File: config.mk
export PLATFORM = sky130hd
export DESIGN_NAME = bus_resolver
export DESIGN_NICKNAME = d
export VERILOG_FILES = /design/src/rtl/bus_resolver_pkg.sv /design/src/rtl/bus_resolver_rr_arbiter.sv /design/src/rtl/bus_resolver.sv
export SDC_FILE = /design/constraint.sdc
export NUM_CORES = 1
export LEC_CHECK = 0
export ABC_AREA = 1
export BUFFER_PORTS_ARGS = -buffer_cell sky130_fd_sc_hd__buf_2
export CORE_MARGIN = 3
export CORE_UTILIZATION = 40
export CTS_BUF_LIST = sky130_fd_sc_hd__clkbuf_4
export CTS_CLUSTER_DIAMETER = 100
export CTS_CLUSTER_SIZE = 20
export DETAILED_ROUTE_END_ITERATION = 6
export GPL_TIMING_DRIVEN = 0
export SLEW_MARGIN = 5
export SYNTH_ARGS = -nofsm -noshare
export SYNTH_HDL_FRONTEND = slang
export SYNTH_SLANG_ARGS = --single-unit
File: constraint.sdc
create_clock -name clk -period 2.6 [get_ports clk]
set_clock_uncertainty 0.2 [all_clocks]
set_input_delay 0.39 -clock clk [delete_from_list [all_inputs] [get_ports clk]]
set_output_delay 0.39 -clock clk [all_outputs]
set_load 0.1 [all_outputs]
File: src/rtl/bus_resolver_pkg.sv
// Shared types for the bus_resolver block: operating mode and arbitration FSM state.
package bus_resolver_pkg;

  typedef enum logic {
    MODE_RESOLVE   = 1'b0,
    MODE_ARBITRATE = 1'b1
  } mode_e;

  typedef enum logic {
    ST_IDLE  = 1'b0,
    ST_OWNED = 1'b1
  } state_e;

endpackage

File: src/rtl/bus_resolver_rr_arbiter.sv
// Combinational round-robin pick: one-hot grant for the first requester at or after ptr (wrapping).
module rr_arbiter #(
  parameter int NUM_DRV = 4,
  parameter int PTR_W   = (NUM_DRV > 1) ? $clog2(NUM_DRV) : 1
) (
  input  logic [NUM_DRV-1:0] req,
  input  logic [PTR_W-1:0]   ptr,
  output logic [NUM_DRV-1:0] grant
);

  logic             found;
  logic [PTR_W:0]   sum;
  logic [PTR_W-1:0] idx;

  always_comb begin
    grant = '0;
    found = 1'b0;
    sum   = '0;
    idx   = '0;
    for (int i = 0; i < NUM_DRV; i++) begin
      sum = {1'b0, ptr} + (PTR_W+1)'(i);
      if (sum >= (PTR_W+1)'(NUM_DRV)) sum = sum - (PTR_W+1)'(NUM_DRV);
      idx = sum[PTR_W-1:0];
      if (!found && req[idx]) begin
        grant[idx] = 1'b1;
        found      = 1'b1;
      end
    end
  end

endmodule

File: src/rtl/bus_resolver.sv
// Clocked multi-driver bus: wired-bus resolution with conflict stats, or round-robin ownership.
// Handshake: no ready; bus_valid qualifies bus_out in the cycle after the sources were sampled.
module bus_resolver
  import bus_resolver_pkg::*;
#(
  parameter int NUM_DRV = 4,
  parameter int WIDTH   = 8,
  parameter int CNT_W   = 8,
  parameter int KEEPER  = 1
) (
  input  logic                     clk,
  input  logic                     rst_n,
  input  logic                     mode,
  input  logic [NUM_DRV-1:0]       drv_en,
  input  logic [NUM_DRV*WIDTH-1:0] drv_data,
  input  logic                     clr_stat,
  output logic [WIDTH-1:0]         bus_out,
  output logic                     bus_valid,
  output logic [NUM_DRV-1:0]       grant,
  output logic [WIDTH-1:0]         conflict_mask,
  output logic                     contention,
  output logic                     contention_sticky,
  output logic [CNT_W-1:0]         contention_cnt,
  output state_e                   state_dbg
);

  localparam int PTR_W = $clog2(NUM_DRV);

  state_e             state_q, state_d;
  logic [PTR_W-1:0]   owner_q, owner_d, rr_ptr_q, rr_ptr_d;
  logic [PTR_W-1:0]   owner_inc, arb_ptr, arb_idx;
  logic [NUM_DRV-1:0] arb_grant, grant_q, grant_d;
  logic [WIDTH-1:0]   bus_q, bus_d, mask_q, mask_d;
  logic [WIDTH-1:0]   and_v, or_v, low_v;
  logic               low_found;
  logic               valid_q, valid_d, con_q, con_d, sticky_q, sticky_d;
  logic [CNT_W-1:0]   cnt_q, cnt_d;

  assign owner_inc = (owner_q == PTR_W'(NUM_DRV-1)) ? '0 : owner_q + PTR_W'(1);
  // After an owner lets go, the search starts just past it, which is also the new rr_ptr.
  assign arb_ptr   = (state_q == ST_OWNED) ? owner_inc : rr_ptr_q;

  rr_arbiter #(.NUM_DRV(NUM_DRV), .PTR_W(PTR_W)) u_arb (
    .req   (drv_en),
    .ptr   (arb_ptr),
    .grant (arb_grant)
  );

  always_comb begin
    arb_idx = '0;
    for (int i = 0; i < NUM_DRV; i++) begin
      if (arb_grant[i]) arb_idx = PTR_W'(i);
    end
  end

  // Disagreement on a bit shows up as AND != OR over the enabled drivers.
  always_comb begin
    and_v     = '1;
    or_v      = '0;
    low_v     = '0;
    low_found = 1'b0;
    for (int i = 0; i < NUM_DRV; i++) begin
      if (drv_en[i]) begin
        and_v = and_v & drv_data[i*WIDTH +: WIDTH];
        or_v  = or_v  | drv_data[i*WIDTH +: WIDTH];
        if (!low_found) low_v = drv_data[i*WIDTH +: WIDTH];
        low_found = 1'b1;
      end
    end
  end

  always_comb begin
    state_d  = state_q;
    owner_d  = owner_q;
    rr_ptr_d = rr_ptr_q;
    grant_d  = grant_q;
    valid_d  = 1'b0;
    mask_d   = '0;
    bus_d    = (KEEPER != 0) ? bus_q : '0;
    if (mode_e'(mode) == MODE_RESOLVE) begin
      state_d = ST_IDLE;
      grant_d = '0;
      if (|drv_en) begin
        bus_d   = low_v;
        valid_d = 1'b1;
        mask_d  = and_v ^ or_v;
      end
    end else if (state_q == ST_OWNED && drv_en[owner_q]) begin
      bus_d   = drv_data[int'(owner_q)*WIDTH +: WIDTH];
      valid_d = 1'b1;
    end else begin
      if (state_q == ST_OWNED) rr_ptr_d = owner_inc;
      if (|drv_en) begin
        state_d = ST_OWNED;
        owner_d = arb_idx;
        grant_d = arb_grant;
        bus_d   = drv_data[int'(arb_idx)*WIDTH +: WIDTH];
        valid_d = 1'b1;
      end else begin
        state_d = ST_IDLE;
        grant_d = '0;
      end
    end
  end

  // clr_stat wins over a same-cycle event, but the contention pulse itself still fires.
  always_comb begin
    con_d    = |mask_d;
    sticky_d = sticky_q;
    cnt_d    = cnt_q;
    if (clr_stat) begin
      sticky_d = 1'b0;
      cnt_d    = '0;
    end else if (con_d) begin
      sticky_d = 1'b1;
      if (cnt_q != '1) cnt_d = cnt_q + CNT_W'(1);
    end
  end

  always_ff @(posedge clk or negedge rst_n) begin
    if (!rst_n) begin
      state_q  <= ST_IDLE;
      owner_q  <= '0;
      rr_ptr_q <= '0;
      grant_q  <= '0;
      bus_q    <= '0;
      valid_q  <= 1'b0;
      mask_q   <= '0;
      con_q    <= 1'b0;
      sticky_q <= 1'b0;
      cnt_q    <= '0;
    end else begin
      state_q  <= state_d;
      owner_q  <= owner_d;
      rr_ptr_q <= rr_ptr_d;
      grant_q  <= grant_d;
      bus_q    <= bus_d;
      valid_q  <= valid_d;
      mask_q   <= mask_d;
      con_q    <= con_d;
      sticky_q <= sticky_d;
      cnt_q    <= cnt_d;
    end
  end

  assign bus_out           = bus_q;
  assign bus_valid         = valid_q;
  assign grant             = grant_q;
  assign conflict_mask     = mask_q;
  assign contention        = con_q;
  assign contention_sticky = sticky_q;
  assign contention_cnt    = cnt_q;
  assign state_dbg         = state_q;

endmodule

==> reports/qor.csv <==
stage,metric,value,unit
sta,Final min period,2600,ps
logic_synthesis,Mapped Avg Cell Area,6.36,sq um
power_and_ir_drop,Clk pwr share,8.6,%
clock_network,"CTS clk-pin slew, worst paths",130,ps
power_and_ir_drop,worst vdd ir,0.896,mV
clock_network,later-pin clock latency in the skew report,350,ps
run_status,status,"complete, no violations",
power_and_ir_drop,Power Dens Cells,1170,mW/mm^2
sta,"Slew Viols, Final",0,
layout,final instance area,0.00416,sq mm
global_routing,antenna violations before repair,0,
placed_design,port bufs,69,
route,total wire length,11700,microns
sta,Hold Fails Final Rpt,0,
floorplanning,Initial Util,42.1,%
route,vias per cell,5.62,
route,Wirelength per Cell,17.0,microns
placed_design,placed instance area,0.00361,sq mm
setup_path,crit path DAT,2650,ps
layout,"Net count, final",626,
layout,final std cells w/o fill,685,
sta,Slew @ Worst Pin,870,ps
sta,Slew headroom,42.0,%
logic_synthesis,Synth Register Bits,36,
logic_synthesis,Synth top area share,28.7,%
layout,synth-to-layout area growth,32.7,%
clock_network,H-tree Lvls,2,
logic_synthesis,largest cells by area after synthesis,"dfrtp_1 29%, nand2_1 16%, nand3_1 11%",
floorplanning,I/O Pins,72,
setup_path,FF-to-FF path depth,18,
clock_network,TritonCTS sink count,36,
logic_synthesis,prevailing post-synth register cell,dfrtp_1,
logic_synthesis,register area share after synthesis,28.7,%
global_routing,vias in the first global route,3382,
logic_synthesis,"area leader, netlist",dfrtp_1,
hold_path,Hold Path Cell Cnt,2,
flow_run,maxcap violations,0,
sta,RSZ-0062 raised after global routing,yes,
sta,final-report setup violation count,0,
route,vias,3853,
power_and_ir_drop,Combinational Power Share,75.5,%
sta,fmax,0.385,GHz
floorplanning,die area,0.00894,sq mm
layout,fillers,758,
placed_design,Post-DP HPWL,7750,microns
logic_synthesis,YS warnings,0,
setup_path,Worst R2R End,bus_out[6]$_DFFE_PN0P_,
global_routing,Congestion Overflow GR,0,
layout,layout cells sized above 1,34.5,%
power_and_ir_drop,Switching Fraction,59.2,%
setup_path,r2r setup slk,4,ps
clock_network,CTS buffer count,5,
logic_synthesis,asr flop ratio synth,100,%
floorplanning,FP Rows,31,
logic_synthesis,"EDFF count, synth",0,
sta,final hold slack,34.6,ps
hold_path,Worst Hold Class,input pin to flop,
global_routing,total track usage,24.1,%
setup_path,R2R Path Start,owner_q[0]$_DFFE_PN0P_,
placed_design,Placer Congestion,0.937,
power_and_ir_drop,switching power,2.89,mW
floorplanning,Core Area,0.00745,sq mm
sta,worst setup margin,4.03,ps
route,remaining antenna violation count after routing,0,
logic_synthesis,synthesized area,0.00314,sq mm
power_and_ir_drop,Flop pwr share,16.0,%
floorplanning,DIE WIDTH,94.6,microns
route,1st-iter DRT viols,453,
setup_path,Crit Path Category,flop to flop,
placed_design,Place WS,-209,ps
logic_synthesis,syn nets,534,
global_routing,pin count of the biggest net entering global routing,37,
clock_network,CTS Buffer Depth,2,
setup_path,CP Max Fanout,5,
clock_network,CTS tree,done,
hold_path,Worst Hold Endpoint,contention_cnt[7]$_DFFE_PN0P_,
hold_path,Worst Min Path Start,clr_stat,
layout,Ant. Diodes,0,
route,DRC,0,
setup_path,data required time of the worst path,2660,ps
power_and_ir_drop,P_leak,2.20,nW
logic_synthesis,"Distinct cells, synth",36,
route,Pre-antenna DRT Iters,5,
setup_path,Worst setup EP type,flop,
clock_network,root buf cell,clkbuf_4,
placed_design,Inst Count DP,661,
power_and_ir_drop,Int Pwr,1.99,mW
global_routing,first-pass GRT wire length,16700,microns
floorplanning,chip height,94.6,microns
logic_synthesis,count of mapped cells out of synthesis,493,
sta,Final period util,99.8,%
setup_path,crit path launch type,flop,
## what timing repair did
action | 4_1_cts | 5_1_grt
gates cloned | 0 | 4
resized for setup | 2 | 79
hold endpoints to repair | 36 | 0
pin swaps | 1 | 29
setup buffers | 2 | 9
setup endpoints to repair | 8 | 10
hold buffers | 1 | 0
## worst max-delay path by stage
stage	slack [ps]	start	depth (start not counted)	end
6_report	4	owner_q[0]$_DFFE_PN0P_	18	bus_out[6]$_DFFE_PN0P_
5_1_grt	-100	state_dbg$_DFFE_PN0P_	19	bus_out[1]$_DFFE_PN0P_
4_1_cts	10	owner_q[0]$_DFFE_PN0P_	19	bus_out[3]$_DFFE_PN0P_
3_5_place_dp	-210	drv_en[0]	18	bus_out[2]$_DFFE_PN0P_
3_3_place_gp	-190	drv_en[0]	16	contention_cnt[5]$_DFFE_PN0P_
2_1_floorplan	50	state_dbg$_DFFE_PN0P_	16	bus_out[5]$_DFFE_PN0P_
## critical path, stage by stage (launching register included)
cell and delay (ps):
dfrtp_1 420, buf_6 150, inv_6 60, nand2_1 80, nand3_4 110, nand3_4 100
nand3_1 140, nand2_4 90, nor2_4 180, nand3_1 120, nand3_2 110, nor2_4 60
nand2_4 150, clkbuf_16 190, nand3_4 60, nand3_2 70, nand3_1 60, nand2_1 90
nand2_1 50
## synthesized netlist by cell type (2+ instances only)
cell type,count
nand3_1,70
nand3_2,14
nand2_1,136
nor2_2,2
o221ai_1,3
buf_2,7
xor2_1,2
inv_1,69
a311oi_1,4
or2_2,3
inv_2,7
o2111ai_1,2
nor3_1,5
buf_4,4
o31ai_1,5
nor2_1,25
o211ai_1,2
clkbuf_1,2
nand2_2,10
a31oi_1,2
o22ai_1,8
nand2_4,3
o21ai_1,5
o21ai_0,41
dfrtp_1,36
a21oi_1,11
nand4_1,4
nor2_4,3
## layer usage
layer | wire length [microns] | GRT usage [%]
met5 | 0 | 0
met4 | 329 | 7.93
met3 | 1030 | 3.59
met2 | 5330 | 38.6
met1 | 4980 | 33.3
## layout make-up
class	instances	area, sq um	area share [%]
multi-input cells	367	2170	52.2
well taps	99	124	2.97
plain buffers	15	104	2.49
flip-flops and latches	36	902	21.7
clock inverters	3	42.5	1.02
repair buffers	83	480	11.5
clock buffers	5	37.5	0.901
inverters	77	299	7.18
## cell families (layout without fill, tap and decap cells)
logic type / count (synthesis) / in the layout / synth area share [%]
and+or+nand+nor: 277 / 279 / 42.2
buffers and inverters: 92 / 183 / 12.4
AOI/OAI and AO/OA: 85 / 85 / 15.8
DFF: 36 / 36 / 28.7
xor gates and xnor gates: 2 / 2 / 0.559
adders and majority gates: 1 / 1 / 0.399
## placed cells by master, fill, tap and decap left out, drive strengths merged
cell         instances
a21oi               11
dlygate4sd3          1
a31oi                2
bufinv               1
xor2                 2
nand4                4
buf                 94
o21a                 1
inv                 76
nand2              151
or2                  4
o2111ai              2
clkinv               2
a221oi               1
a311oi               4
nor2                30
o221ai               3
o31ai                5
o211ai               2
nor3                 6
o22ai                8
nand3               84
dfrtp               36
ha                   1
clkbuf               8
o21ai               46
clkinvlp             1
## power groups by stage
stage	Sequential, mW	Clock, mW	Combinational, mW
after floorplan	1.56	0	1.40
after global routing	0.794	0.452	3.88
final	0.778	0.417	3.68
after CTS	0.768	0.428	2.88
after global placement	0.775	0	2.74
after detailed placement	0.777	0	2.77
## state kept, by name, indices dropped and copies added, names as in the netlist
register / cells
bus_out: 8
bus_valid: 1
conflict_mask: 8
contention: 1
contention_cnt: 8
contention_sticky: 1
grant: 4
owner_q: 2
rr_ptr_q: 2
state_dbg: 1
## metrics by stage
step	util [%]	power (mW)	setup TNS, ps
floorplan	-	2.96	0
global placement	48.4	3.52	-2150
finish	55.9	4.88	0
global route	55.9	5.13	-596
CTS	50.1	4.07	0
detailed placement	48.4	3.54	-2240
Note: power is estimated with default switching activity, not from simulation.
